File: src/rtl/jtopl_wrseq.sv
// OPL2 host write sequencer: FIFOs {reg,val} pairs and replays them on the OPL CPU port
// with address/data recovery waits; also serves single status-register reads.
`timescale 1ns/1ps
module jtopl_wrseq #(
   parameter int FIFO_AW   = 2,
   parameter int ADDR_WAIT = 12,
   parameter int DATA_WAIT = 84
) (
   input  logic       rst,
   input  logic       clk,
   input  logic       cen,
   input  logic       req_valid,
   input  logic [7:0] req_reg,
   input  logic [7:0] req_val,
   output logic       req_ready,
   input  logic       stat_rd,
   output logic [7:0] stat,
   output logic       stat_valid,
   output logic       busy,
   output logic [7:0] opl_din,
   output logic       opl_addr,
   output logic       opl_cs_n,
   output logic       opl_wr_n,
   input  logic [7:0] opl_dout
);
   localparam int DEPTH = 1 << FIFO_AW;

   typedef enum logic [2:0] {IDLE, WADDR, AWAIT, WDATA, DWAIT, SREAD} state_t;

   logic [15:0]        mem [DEPTH];
   logic [15:0]        rd_data_reg;
   logic [FIFO_AW-1:0] wr_ptr_reg, rd_ptr_reg;
   logic [FIFO_AW:0]   count_reg, count_next;
   logic               req_ready_reg, avail_reg;
   logic               push, pop, head_ok;

   state_t     state_reg;
   logic [7:0] cnt_reg, hold_val_reg;
   logic       pend_reg;
   logic [7:0] stat_reg, din_reg;
   logic       stat_valid_reg, addr_reg, cs_n_reg, wr_n_reg;

   // avail_reg lags the count by one clk so the registered RAM read is settled
   // before the FSM consumes the head entry.
   assign head_ok = avail_reg && (count_reg != '0);
   assign push    = req_valid && req_ready_reg;
   assign pop     = cen && (state_reg == IDLE) && !pend_reg && head_ok;

   always_comb begin
      count_next = count_reg;
      case ({push, pop})
         2'b10:   count_next = count_reg + 1'b1;
         2'b01:   count_next = count_reg - 1'b1;
         default: count_next = count_reg;
      endcase
   end

   always_ff @(posedge clk) begin
      if (push) mem[wr_ptr_reg] <= {req_reg, req_val};
      rd_data_reg <= mem[rd_ptr_reg];
   end

   always_ff @(posedge clk) begin
      if (rst) begin
         wr_ptr_reg    <= '0;
         rd_ptr_reg    <= '0;
         count_reg     <= '0;
         req_ready_reg <= 1'b0;
         avail_reg     <= 1'b0;
      end else begin
         if (push) wr_ptr_reg <= wr_ptr_reg + 1'b1;
         if (pop)  rd_ptr_reg <= rd_ptr_reg + 1'b1;
         count_reg     <= count_next;
         req_ready_reg <= !count_next[FIFO_AW];   // count never exceeds DEPTH
         avail_reg     <= (count_reg != '0);
      end
   end

   always_ff @(posedge clk) begin
      if (rst) begin
         state_reg      <= IDLE;
         cnt_reg        <= '0;
         hold_val_reg   <= '0;
         pend_reg       <= 1'b0;
         stat_reg       <= '0;
         stat_valid_reg <= 1'b0;
         din_reg        <= '0;
         addr_reg       <= 1'b0;
         cs_n_reg       <= 1'b1;
         wr_n_reg       <= 1'b1;
      end else begin
         stat_valid_reg <= 1'b0;
         if (cen) begin
            case (state_reg)
               IDLE: begin
                  if (pend_reg) begin
                     pend_reg  <= 1'b0;
                     cs_n_reg  <= 1'b0;
                     wr_n_reg  <= 1'b1;
                     addr_reg  <= 1'b0;
                     state_reg <= SREAD;
                  end else if (head_ok) begin
                     hold_val_reg <= rd_data_reg[7:0];
                     din_reg      <= rd_data_reg[15:8];
                     cs_n_reg     <= 1'b0;
                     wr_n_reg     <= 1'b0;
                     addr_reg     <= 1'b0;
                     state_reg    <= WADDR;
                  end
               end
               WADDR: begin
                  cs_n_reg  <= 1'b1;
                  wr_n_reg  <= 1'b1;
                  cnt_reg   <= 8'(ADDR_WAIT - 1);
                  state_reg <= AWAIT;
               end
               AWAIT: begin
                  if (cnt_reg == '0) begin
                     din_reg   <= hold_val_reg;
                     cs_n_reg  <= 1'b0;
                     wr_n_reg  <= 1'b0;
                     addr_reg  <= 1'b1;
                     state_reg <= WDATA;
                  end else begin
                     cnt_reg <= cnt_reg - 1'b1;
                  end
               end
               WDATA: begin
                  cs_n_reg  <= 1'b1;
                  wr_n_reg  <= 1'b1;
                  cnt_reg   <= 8'(DATA_WAIT - 1);
                  state_reg <= DWAIT;
               end
               DWAIT: begin
                  if (cnt_reg == '0) state_reg <= IDLE;
                  else               cnt_reg   <= cnt_reg - 1'b1;
               end
               SREAD: begin
                  stat_reg       <= opl_dout;
                  stat_valid_reg <= 1'b1;
                  cs_n_reg       <= 1'b1;
                  wr_n_reg       <= 1'b1;
                  state_reg      <= IDLE;
               end
               default: state_reg <= IDLE;
            endcase
         end
         // A request arriving during a read re-arms the flag for a second read.
         if (stat_rd) pend_reg <= 1'b1;
      end
   end

   assign req_ready  = req_ready_reg;
   assign stat       = stat_reg;
   assign stat_valid = stat_valid_reg;
   assign busy       = (count_reg != '0) || pend_reg || (state_reg != IDLE);
   assign opl_din    = din_reg;
   assign opl_addr   = addr_reg;
   assign opl_cs_n   = cs_n_reg;
   assign opl_wr_n   = wr_n_reg;
endmodule

File: config.mk
export PLATFORM = sky130hd
export DESIGN_NAME = jtopl_wrseq
export DESIGN_NICKNAME = d
export VERILOG_FILES = /design/src/rtl/jtopl_wrseq.sv
export SDC_FILE = /design/constraint.sdc
export NUM_CORES = 1
export LEC_CHECK = 0
export CORE_MARGIN = 2
export CORE_UTILIZATION = 60
export CTS_CLUSTER_DIAMETER = 30
export DETAILED_ROUTE_END_ITERATION = 10
export PLACE_DENSITY_LB_ADDON = 0.15
export SETUP_SLACK_MARGIN = 0.4
export SYNTH_ARGS = -nofsm -noshare
export SYNTH_HDL_FRONTEND = slang
export SYNTH_SLANG_ARGS = --single-unit
File: constraint.sdc
create_clock -name clk -period 3.37 [get_ports clk]
set_input_delay 0.8425 -clock clk [delete_from_list [all_inputs] [get_ports clk]]
set_output_delay 0.8425 -clock clk [all_outputs]
set_load 0.02 [all_outputs]
# Word-level counts from Yosys, hierarchy flattened
# Memories as Yosys holds them, arrays and structs flattened. A register that Yosys moved wholly into a read port is not among the register bits.
# Index checks and enable logic that the tools add are counted.
# Widths: inputs -> output; s select.
word_totals:
  ff_bits: 49
  ramBits: 64
  mem_count: 1
  output_inout_bits: 22
mem_list:
  columns: ["memory", "words", "word_bits", "read_ports", "rd_clocked_by_memory_dff", "write_ports", "line_no", "text"]
  rows:
  - ["mem", 4, 16, 1, 1, 1, "30", "logic [15:0] mem [DEPTH];"]
classes:
  bitwise: 2
  add_sub_neg: 5
  n_reduce_logical: 30
  mux: 26
  eq_ne: 13
ops:
  columns: ["operator", "n"]
  rows:
  - ["$mux 8", 4]
  - ["$pmux 8 s3", 1]
  - ["$pmux 8 s2", 1]
  - ["$reduce_and 4->1", 4]
  - ["$pmux 3 s5", 1]
  - ["$mux 3", 4]
  - ["$reduce_bool 3->1", 4]
  - ["$mux 1", 11]
  - ["$ne 2x2->1 const B", 5]
  - ["$logic_not 8->1", 1]
  - ["$reduce_bool 2->1", 4]
  - ["$sub 8x1->8 const B", 1]
  - ["$eq 3x2->1 const B", 2]
  - ["$eq 3x3->1 const B", 2]
  - ["$pmux 1 s3", 2]
  - ["$pmux 3 s2", 1]
  - ["$logic_and 1x1->1", 5]
  - ["$reduce_and 5->1", 1]
  - ["$add 2x1->2 const B", 2]
  - ["$reduce_and 2->1", 2]
  - ["$reduce_or 2->1", 2]
  - ["$add 3x1->3 const B", 1]
  - ["$eq 3x1->1 const B", 1]
  - ["$logic_not 3->1", 1]
  - ["other kinds (10)", 13]

# Logic depth before layout (Yosys ltp)
# Gate-level depths: netlist of the first run.
depth:
  ltp_word: 7
  depth_mapped: 11

# Worst setup path after synthesis of the first run
# No wires, ideal clock.
synth_timing:
  kind: "in2reg"
  startpoint: "in cen"
  endpoint: "reg req_ready_reg (netlist: req_ready)"
  required_ns: 3.255
  arrival_time_ns: 2.452
  cell_stages: 10
  setup_slack_ns: 0.803
  setup_time_ns: 0.115
  cell_sequence: "clkbuf_1 nand3_1 buf_2 inv_1 ha_1 fa_1 xnor2_1 nor2_1 xnor2_1 and2_1"
synth_via:
  elab_chain_cells: 6
  word_cells_on_any_way: 7
  classes_between: "eq/ne (2); mux (1); reduce/logical (4)"
synth_rtl:
  columns: ["element", "line_no", "text"]
  rows:
  - ["start: declaration", "11", "input logic cen,"]
  - ["$logic_and 1x1->1 (*) (3 in series)", "47", "assign pop = cen && (state_reg == IDLE) && !pend_reg && head_ok;"]
  - ["net pop", "35", "logic push, pop, head_ok;"]
  - ["$eq 2x1->1 or $eq 2x2->1 (tied branches)", "51", "case ({push, pop})"]
  - ["$pmux 3 s2 (*)", "51", null]
  - ["$logic_not 1->1 (*)", "74", "req_ready_reg <= !count_next[FIFO_AW];"]
  - ["end signal: assignment", "74", null]
  - ["end: declaration", "34", "logic req_ready_reg, avail_reg;"]
# The timed path passes the listed nets; every way through them passes the cells marked *.
# A chain may end at the register's enable or synchronous reset.

# Worst setup path in the final report of the first run
layout_timing:
  startpoint: "reg state_reg[1]"
  endpoint: "out busy"
layout_via:
  elab_chain_cells: 2
layout_rtl:
  columns: ["element", "line_no", "text"]
  rows:
  - ["start: declaration", "37", "state_t state_reg;"]
  - ["start signal: assignment", "81", "state_reg <= IDLE;"]
  - ["start signal: assignment", "101", "state_reg <= SREAD;"]
  - ["start signal: assignment", "108", "state_reg <= WADDR;"]
  - ["$reduce_bool 3->1", "156", "assign busy = (count_reg != '0) || pend_reg || (state_reg != IDLE);"]
  - ["$logic_or 1x1->1", "156", null]
  - ["end: declaration", "19", "output logic busy,"]
# Every way passes these cells.

==> impl_metrics.tcl, run 1 <==
set metrics [dict create \
    status "finished clean" \
    cts.clk_slew.worst_paths_ns 0.06 \
    ys_seq_elements 129 \
    grt_antenna_before_repair 0 \
    largest_register_ff_count 64 \
    global_route_wire_length_before_repair_um 15200 \
    fp-row-count 33 \
    slew_headroom_pct 40.9 \
    critPathArrivalTime_ns 1.99 \
    first_pass_detailed_route_iteration_total 4 \
    finish.utilization_pct 77.0 \
    worst-slew-pin-transition_ns 0.885 \
    max_ir_drop_vdd_mv 0.424 \
    overflow 0 \
    net_count_synth 411 \
    cts-root-buf "clkbuf_8" \
    num-nets-final 470 \
    type_of_origin_of_the_critical_path "flip-flop" \
    via_count 3233 \
    ys.flop_type "dfxtp_1" \
    numClockSinks 129 \
    setup-violations-final 0 \
    finalNonFillerCells 551 \
    mappedNetlistArea_mm2 0.00505 \
    fin_setup_tns_ns 0 \
    clk-insertion-delay-late_ns 0.53 \
    fin_ws_ns 0.535 \
    clock_power_share_pct 48.1 \
    fmax_ghz 0.353 \
    end_kind "primary output" \
    placeable_area_mm2 0.00818 \
    min_period_over_period_pct 84.1 \
    final_layout_size_suffix_gt1_share_pct 15.7 \
    power.density_cell_area_mw_per_mm2 616 \
    hold_path.startpoint "stat[4]" \
    diodes 0 \
    drt-vias-per-instance 5.87 \
    required_time_of_the_worst_setup_path_ns 2.53 \
    critical_path.reg2reg.startpoint "cnt_reg[0]" \
    die_width_um 95.7 \
    io_pins 51 \
    globalplace.congestion 0.947 \
    path_cells "nor4_4 > nand2_1 > clkdlybuf4s50_1" \
    drt_first_iter_violations 165 \
    synth.lib_cells_used.distinct 53 \
    dp_hpwl_um 5990 \
    timing_worst_setup_path_type "flip-flop to primary output" \
    timing.critical_path.max_delay_family "buffers and inverters" \
    cell_at_the_slowest_stage_of_the_critical_path "clkdlybuf4s50_1" \
    clk_skew_ns 0.0114 \
    syn-instance-count 374 \
    asyncSetResetFlopFracSynth_pct 0 \
    total_cts_buffers 17 \
    htree_num_levels 4 \
    grt_max_degree 26 \
    yosys_warnings 0 \
    postCtsSetupRepairBufs 0 \
    synth_sequential_area_ratio_pct 63.8 \
    final_routed_wirelength_um 9510 \
    final.min_clock_period_ns 2.83 \
    critPathMaxStageDelay_ns 0.54 \
    route.detailed.drc 0 \
    grt_pass1_vias 3052 \
    fillers 486 \
    leading_cell_types_by_total_area_after_synthesis "edfxtp_1, dfxtp_1, mux4_2" \
    preCtsSetupSlack_ns 0.578 \
    portBuffers 50 \
    timing.final.hold_violations 0 \
    rsz0062_at_grt "no" \
    netlist.top_cell.by_area "edfxtp_1" \
    crit_path_max_fanout 14 \
    switching_power_uw 894 \
    postRouteAntennaNets 0 \
    areaGrowthSynthToFinish_pct 24.6 \
    clockBufferDepth 2 \
    place_inst 519 \
    initial_core_util_pct 61.8 \
    number_of_flops_mapped_to_enable_cells_by_yosys 64 \
    yosysTopAreaCellShare_pct 38.1 \
    tritoncts "yes" \
    timing.critical_path.buf_inv 1 \
    power.share.switching_pct 23.1 \
    pwr-share-seq_pct 44.5 \
    maxSlewViolCount 0 \
    cp-startpoint "state_reg[1]" \
    gr-usage-all-layers_pct 22.7 \
    min_path_type "flip-flop to flip-flop" \
    max_cap_violations 0 \
    power.leakage_nw 2.23 \
    dieHeight_um 95.7 \
    design.die.area_mm2 0.00916 \
    cellInternalPower_mw 2.98 \
    routed_wire_length_per_instance_um 17.3 \
    avgSynthCellArea_um2 13.5 \
    p_comb_share_pct 7.4 \
    finalHoldWorstSlack_ns 0.455 \
]
kinds of logic (layout without fill, tap and decap cells):
group / Yosys count / in the layout / share of synthesized area, %
AND/OR/NAND/NOR: 92 / 92 / 9.67
adder cells (fa/ha/maj): 8 / 8 / 2.13
flip-flops: 129 / 129 / 63.8
XOR/XNOR: 7 / 7 / 1.21
buffers and inverters: 32 / 104 / 2.78
AO/OA/AOI/OAI: 72 / 72 / 9.67
multiplexers: 34 / 34 / 10.7
power by group through the flow:
stage / clock (mW) / combinational (mW) / sequential [mW]
6_report: 1.86 / 0.289 / 1.72
5_1_grt: 1.96 / 0.315 / 1.73
3_3_place_gp: 0 / 0.279 / 1.75
3_5_place_dp: 0 / 0.283 / 1.76
2_1_floorplan: 0 / 0.169 / 1.76
4_1_cts: 1.89 / 0.287 / 1.72
synthesized netlist by cell type (3+ instances only):
cell / count
inv_1: 10
nor2_1: 25
edfxtp_1: 64
nor3_1: 7
o21ai_0: 11
or4_1: 3
a32oi_1: 3
a311oi_1: 10
and3_1: 5
nand2_1: 27
dfxtp_1: 65
buf_1: 4
a211oi_1: 3
buf_2: 7
ha_1: 7
a21oi_1: 24
mux4_2: 16
o311ai_0: 3
xor2_1: 3
nor2b_1: 3
o31ai_1: 5
nor3b_1: 3
nand3_1: 4
mux2i_1: 18
clkbuf_1: 8
xnor2_1: 4
routing by layer:
layer	part of all wire [%]	global-route usage [%]
met1	43	28.6
met2	50	37.1
met3	5.9	6.50
met4	1.4	9.29
met5	0	0
worst paths after layout:
kind           endpoint  slack, ns  cells after the start
min             stat[4]       0.45                      2
max                busy       0.54                      3
min reg2reg     stat[4]       0.45                      2
max reg2reg  opl_din[5]       1.19                      6
layout by cell type (no fill, tap or decap), types with 4 or more instances in the layout:
| master | netlist | layout |
|---|---|---|
| a311oi_1 | 10 | 10 |
| xnor2_1 | 4 | 4 |
| nor2_1 | 25 | 25 |
| edfxtp_1 | 64 | 64 |
| nor3_1 | 7 | 7 |
| dfxtp_1 | 65 | 64 |
| nand3_1 | 4 | 4 |
| inv_1 | 10 | 10 |
| ha_1 | 7 | 7 |
| o31ai_1 | 5 | 5 |
| mux4_2 | 16 | 16 |
| mux2i_1 | 18 | 18 |
| clkdlybuf4s50_1 | 0 | 50 |
| inv_6 | 0 | 6 |
| buf_4 | 1 | 11 |
| clkbuf_16 | 0 | 16 |
| a21oi_1 | 24 | 24 |
| o21ai_0 | 11 | 11 |
| and3_1 | 5 | 5 |
| nand2_1 | 27 | 27 |
tightest hold or removal path: stages, from the launching register on:
cell and delay (ns):
dfxtp_1 0.31, nand2_1 0.05, a21oi_1 0.05
through the flow:
stage,cell area [um^2],power (mW)
global route,6290,4.01
detailed placement,5660,2.04
finish,6290,3.88
floorplan,5050,1.92
CTS,6280,3.90
global placement,5660,2.03
layout make-up:
type	instances	area, um^2	share of cell area [%]
well taps	105	131	2.09
clock inverters	14	193	3.06
repair buffers	61	583	9.27
clock buffers	18	418	6.64
multi-input cells	213	1700	27.0
flip-flops and latches	129	3220	51.3
inverters	11	41.3	0.656
repair_timing:
item / in CTS / in global routing
hold buffers: 0 / 0
endpoints found under the setup margin: 1 / 1
resized for setup: 1 / 2
No activity file was read; power rests on OpenSTA's default activity.
==> run 2, diff against run 1 <==
--- a/config.mk
+++ b/config.mk
@@ -6,7 +6,7 @@
 export NUM_CORES = 1
 export LEC_CHECK = 0
 export CORE_MARGIN = 2
-export CORE_UTILIZATION = 60
+export CORE_UTILIZATION = 56
 export CTS_CLUSTER_DIAMETER = 30
 export DETAILED_ROUTE_END_ITERATION = 10
 export PLACE_DENSITY_LB_ADDON = 0.15
==> constraint.sdc (replaced) <==
create_clock -name clk -period 2.73 [get_ports clk]
set_input_delay 0.6825 -clock clk [delete_from_list [all_inputs] [get_ports clk]]
set_output_delay 0.6825 -clock clk [all_outputs]
set_load 0.02 [all_outputs]
==> run 2 against run 1 <==
  * Clock-buffer cell count grew 1
  * Clock skew decreased by 0.0022 ns
  * Core utilization is 5.2 points lower
  * Sequential power increased by 23%
  * Register-to-register slack got worse by 0.60 ns
  * Total power grew 17%
  * Setup slack lost 0.046 ns
  * Critical path type unchanged
==> impl_metrics.tcl, run 2 (same netlist as run 1, synthesis figures left out) <==
set metrics [dict create \
    status "finished clean" \
    die_width_um 99.0 \
    max_cap_violations 0 \
    max_ir_drop_vdd_mv 0.460 \
    largest_register_ff_count 64 \
    cts-root-buf "clkbuf_8" \
    overflow 0 \
    met3_wirelength_um 448 \
    end_kind "primary output" \
    via_count 3240 \
    met2WireLength_um 4840 \
    postRouteAntennaNets 0 \
    switching_power_mw 1.05 \
    gr-usage-all-layers_pct 21.8 \
    m1WireLength_um 4360 \
    grt_pass1_vias 3315 \
    first_pass_detailed_route_iteration_total 5 \
    cellInternalPower_mw 3.48 \
    final_layout_size_suffix_gt1_share_pct 16.0 \
    dieHeight_um 99.0 \
    cell_at_the_slowest_stage_of_the_critical_path "nor4_4" \
    pwr-share-seq_pct 46.9 \
    path_cells "nor4_4 > nand2_1 > clkdlybuf4s15_1" \
    place_inst 526 \
    power.leakage_nw 2.22 \
    maxSlewViolCount 0 \
    initial_core_util_pct 57.9 \
    min_path_type "flip-flop to flip-flop" \
    drt_first_iter_violations 149 \
    clk_skew_ns 0.00924 \
    num-nets-final 474 \
    crit_path_max_fanout 3 \
    portBuffers 50 \
    timing_worst_setup_path_type "flip-flop to primary output" \
    cts_hold_buffers 0 \
    worst-slew-pin-transition_ns 0.924 \
    slew_headroom_pct 37.9 \
    clock_power_share_pct 45.1 \
    p_comb_share_pct 8.0 \
    max_used_layer "met4" \
    globalplace.congestion 0.938 \
    tritoncts "yes" \
    grt_max_degree 26 \
    finalNonFillerCells 558 \
    design.die.area_mm2 0.00979 \
    clk-insertion-delay-late_ns 0.51 \
    power.density_cell_area_mw_per_mm2 723 \
    htree_num_levels 4 \
    io_pins 51 \
    critPathMaxStageDelay_ns 0.35 \
    timing.final.hold_violations 0 \
    fp-row-count 34 \
    type_of_origin_of_the_critical_path "flip-flop" \
    final_routed_wirelength_um 9790 \
    cts.clk_slew.worst_paths_ns 0.05 \
    required_time_of_the_worst_setup_path_ns 2.05 \
    timing.critical_path.buf_inv 1 \
    layout_commonest_cell "dfxtp_1" \
    timing.critical_path.max_delay_family "simple AND/OR/NAND/NOR gates" \
    final_cell_mix "dfxtp_1, edfxtp_1, clkdlybuf4s50_1, nand2_1, nor2_1" \
    diodes 0 \
    drt-vias-per-instance 5.81 \
    placeable_area_mm2 0.00872 \
    numClockSinks 129 \
    clockBufferDepth 2 \
    route.detailed.drc 0 \
    finalHoldWorstSlack_ns 0.455 \
    postCtsSetupRepairBufs 0 \
    dp_hpwl_um 6270 \
    areaGrowthSynthToFinish_pct 24.0 \
    fmax_ghz 0.446 \
    global_route_wire_length_before_repair_um 16300 \
    power.share.switching_pct 23.1 \
    rsz0062_at_grt "no" \
    routed_wire_length_per_instance_um 17.5 \
    min_period_over_period_pct 82.1 \
    fin_setup_tns_ns 0 \
    final.min_clock_period_ns 2.24 \
    total_cts_buffers 17 \
    critPathArrivalTime_ns 1.56 \
    grt_antenna_before_repair 0 \
    setup-violations-final 0 \
]
==> run 2: per-stage QoR <==
stage          instance area (um^2)  power (mW)  utilization [%]  worst slack (ns)
6_report                       6260        4.53             71.8             0.489
2_1_floorplan                  5050        2.38                -             0.412
5_1_grt                        6260        4.69             71.8             0.410
3_5_place_dp                   5700        2.52             65.3             0.105
4_1_cts                        6250        4.56             71.7             0.401
3_3_place_gp                   5700        2.51             65.3             0.155
==> run 2: worst paths after layout <==
kind                     start        end  slack, ns  depth (start not counted)
setup / recovery  state_reg[2]       busy       0.49                          3
hold / removal         stat[5]    stat[5]       0.46                          2
setup reg to reg  count_reg[0]  req_ready       0.59                          9
hold reg to reg        stat[5]    stat[5]       0.46                          2
==> run 2: final cells by class <==
class / count / area, um^2
repair buffers: 65 / 616
flip-flops and latches: 129 / 3220
clock inverters: 13 / 111
inverters: 11 / 41.3
multi-input cells: 213 / 1700
fillers: 589 / 2460
well taps: 108 / 135
clock buffers: 19 / 432
==> run 2: power groups by stage <==
stage | clock network [mW] | logic (mW) | registers [mW]
final | 2.04 | 0.365 | 2.12
after global routing | 2.16 | 0.398 | 2.13
after CTS | 2.07 | 0.363 | 2.12
after detailed placement | 0 | 0.359 | 2.16
after global placement | 0 | 0.352 | 2.16
after floorplan | 0 | 0.209 | 2.17
==> run 2: per-layer routing <==
layer,up-vias,global-route usage (%)
met1,1590,27.4
met3,14,6.60
met4,0,8.32
met2,89,35.7
li1,1547,-
met5,-,0
==> run 2: worst register-to-register path, stage by stage, from the launching register on <==
cell and delay, ns:
dfxtp_1 0.36, o31a_1 0.38, nand3_1 0.13, inv_1 0.06
ha_1 0.21, fa_1 0.38, xnor2_1 0.16, nor2_1 0.07
xnor2_1 0.13, and2_1 0.15
==> run 2: what timing repair did <==
item,CTS,global route
resized for setup,3,3
pin swaps,1,1
setup endpoints to repair,1,3
==> run 3, diff against run 2 <==
--- a/config.mk
+++ b/config.mk
@@ -6,7 +6,7 @@
 export NUM_CORES = 1
 export LEC_CHECK = 0
 export CORE_MARGIN = 2
-export CORE_UTILIZATION = 56
+export CORE_UTILIZATION = 51
 export CTS_CLUSTER_DIAMETER = 30
 export DETAILED_ROUTE_END_ITERATION = 10
 export PLACE_DENSITY_LB_ADDON = 0.15
==> constraint.sdc (replaced) <==
create_clock -name clk -period 1.9 [get_ports clk]
set_input_delay 0.475 -clock clk [delete_from_list [all_inputs] [get_ports clk]]
set_output_delay 0.475 -clock clk [all_outputs]
set_load 0.02 [all_outputs]
==> run 3 against run 2 <==
  * The flow now finishes with violations (negative setup slack)
  * Total power increased by 59%
  * Sequential power increased by 44%
  * Setup slack got worse by 0.50 ns
  * Critical path depth increased by 6
  * Wire length increased by 17%
  * Hold slack improved by 0.0021 ns
  * Clock skew decreased by 0.0014 ns
  * Combinational power increased by 130%
  * Cell area increased by 16%
  * Sequential share of layout area decreased by 6.6 points
  * Clock-buffer cell count increased by 2
  * First-iteration DRC count increased by 17%
==> impl_metrics.tcl, run 3 (same netlist as run 1, synthesis figures left out) <==
set metrics [dict create \
    path_cells "o31a_1 > nand3_4 > inv_4 > ha_4 > fa_2 > xnor2_2 > nor2_1 > xnor2_1 > and2_1" \
    num-nets-final 514 \
    portBuffers 50 \
    min_path_type "flip-flop to flip-flop" \
    final_cell_mix "edfxtp_1, dfxtp_1, buf_4, clkdlybuf4s50_1, nand2_1" \
    clk-insertion-delay-late_ns 0.52 \
    io_pins 51 \
    via_count 3470 \
    finalNonFillerCells 623 \
    crit_end "req_ready" \
    timing.final.hold_violations 0 \
    power.leakage_nw 2.65 \
    type_of_origin_of_the_critical_path "flip-flop" \
    seqCellArea_mm2 0.00326 \
    dp_hpwl_um 6630 \
    maxSlewViolCount 0 \
    diodes 0 \
    status "complete, but fails checks" \
    max_ir_drop_vdd_mv 1.10 \
    critical_path.reg2reg.endpoint "req_ready" \
    timing_worst_setup_path_type "flip-flop to flip-flop" \
    grt_pass1_vias 3370 \
    violated_checks "negative setup slack" \
    clk_skew_ns 0.00782 \
    layout_commonest_cell "edfxtp_1" \
    gr-usage-all-layers_pct 21.9 \
    fillers 604 \
    place_inst 572 \
    postRouteAntennaNets 0 \
    final_layout_size_suffix_gt1_share_pct 41.8 \
    rsz0062_at_grt "yes" \
    global_route_wire_length_before_repair_um 17100 \
    tritoncts "yes" \
    crit_path_max_fanout 2 \
    placeable_area_mm2 0.00968 \
    grt_antenna_before_repair 0 \
    grt_max_degree 34 \
    rrSetupSlack_ns -0.01 \
    setup-violations-final 1 \
    route.detailed.drc 0 \
    clockBufferDepth 2 \
    cts.clk_slew.worst_paths_ns 0.06 \
    die_width_um 103 \
    fp-row-count 36 \
    numClockSinks 129 \
    overflow 0 \
    drt-vias-per-instance 5.57 \
    globalplace.congestion 0.872 \
    slew_headroom_pct 70.3 \
    design.die.area_mm2 0.0107 \
    critPathArrivalTime_ns 2.36 \
    cp-startpoint "count_reg[0]" \
    preCtsSetupSlack_ns -0.320 \
    critPathMaxStageDelay_ns 0.35 \
    final.min_clock_period_ns 1.91 \
    power.density_cell_area_mw_per_mm2 992 \
    cell_at_the_slowest_stage_of_the_critical_path "fa_2" \
    worst-slew-pin-transition_ns 0.439 \
    critical_path.reg2reg.startpoint "count_reg[0]" \
    worst_reg_to_reg_cells 9 \
    required_time_of_the_worst_setup_path_ns 2.35 \
    multi_input_area_mm2 0.00208 \
    min_period_over_period_pct 101 \
    areaGrowthSynthToFinish_pct 43.7 \
    fmax_ghz 0.523 \
    initial_core_util_pct 52.1 \
    largest_register_ff_count 64 \
    drt_first_iter_violations 174 \
    end_kind "flip-flop" \
    dieHeight_um 103 \
    final_routed_wirelength_um 11400 \
    cts-root-buf "clkbuf_8" \
    first_pass_detailed_route_iteration_total 4 \
    finish.utilization_pct 74.9 \
    htree_num_levels 4 \
    fin_ws_ns -0.0120 \
    routed_wire_length_per_instance_um 18.4 \
    total_cts_buffers 17 \
    max_cap_violations 0 \
]
run 3: cell count changes in the layout (fill, tap and decap cells not counted), moves of 7 or more:
cell | previous run | this run
buf_6 | 0 | 26
buf_4 | 15 | 40
dfxtp_1 | 65 | 43
clkdlybuf4s50_1 | 48 | 28
dfxtp_2 | 0 | 18
a21oi_1 | 24 | 13
a311oi_1 | 10 | 1
a311oi_2 | 0 | 9
buf_12 | 0 | 9
a21oi_4 | 0 | 7
run 3: how the worst min path moves through the flow:
stage,startpoint,to,cells past startpoint
2_1_floorplan,rd_data_reg[0],hold_val_reg[0],2
3_3_place_gp,stat[7],stat[7],2
3_5_place_dp,stat[5],stat[5],2
4_1_cts,stat[5],stat[5],2
5_1_grt,stat[5],stat[5],2
6_report,stat[6],stat[6],2
run 3: layout make-up:
| type | instances | area share, % |
|---|---|---|
| Sequential cell | 129 | 44.9 |
| Multi-Input combinational cell | 213 | 28.7 |
| Timing Repair Buffer | 105 | 15.1 |
| Clock buffer | 21 | 6.35 |
| Tap cell | 133 | 2.29 |
| Clock inverter | 11 | 2.05 |
| Inverter | 11 | 0.638 |
run 3: metal layers:
layer | global-route usage (%) | up-vias | share of wire, %
li1 | - | 1628 | -
met1 | 29.2 | 1726 | 43
met2 | 34.8 | 102 | 51
met3 | 6.18 | 14 | 5.4
met4 | 7.69 | 0 | 1.4
met5 | 0 | - | 0
run 3: through the flow:
stage | hold WS [ns] | power, mW | cell area [um^2] | setup TNS [ns]
final | 0.457 | 7.20 | 7260 | -0.0120
after global routing | 0.481 | 7.43 | 7260 | -0.189
after CTS | 0.456 | 7.13 | 6910 | 0
after detailed placement | 0.450 | 3.71 | 6060 | -1.90
after floorplan | 0.437 | 3.44 | 5140 | -0.226
after global placement | 0.442 | 3.70 | 6060 | -1.45
run 3: critical path: cells and delay by family, from the launching register on:
| family | cells | cell delay, ns |
|---|---|---|
| adder cells (fa/ha/maj) | 2 | 0.50 |
| AND/OR/NAND/NOR | 3 | 0.38 |
| AO/OA/AOI/OAI | 1 | 0.33 |
| flip-flops | 1 | 0.32 |
| XOR/XNOR | 2 | 0.28 |
| buffers and inverters | 1 | 0.04 |
run 3: timing repair:
action / in CTS / in global routing
setup buffers: 15 / 3
gates cloned: 1 / 0
pin swaps: 29 / 20
resized for setup: 150 / 79
endpoints found under the setup margin: 47 / 64
hold buffers: 0 / 0
run 3: power breakdown:
part	switching, mW	internal [mW]
combinational	0.427	0.422
clock	1.17	2.12
sequential	0.0463	3.01
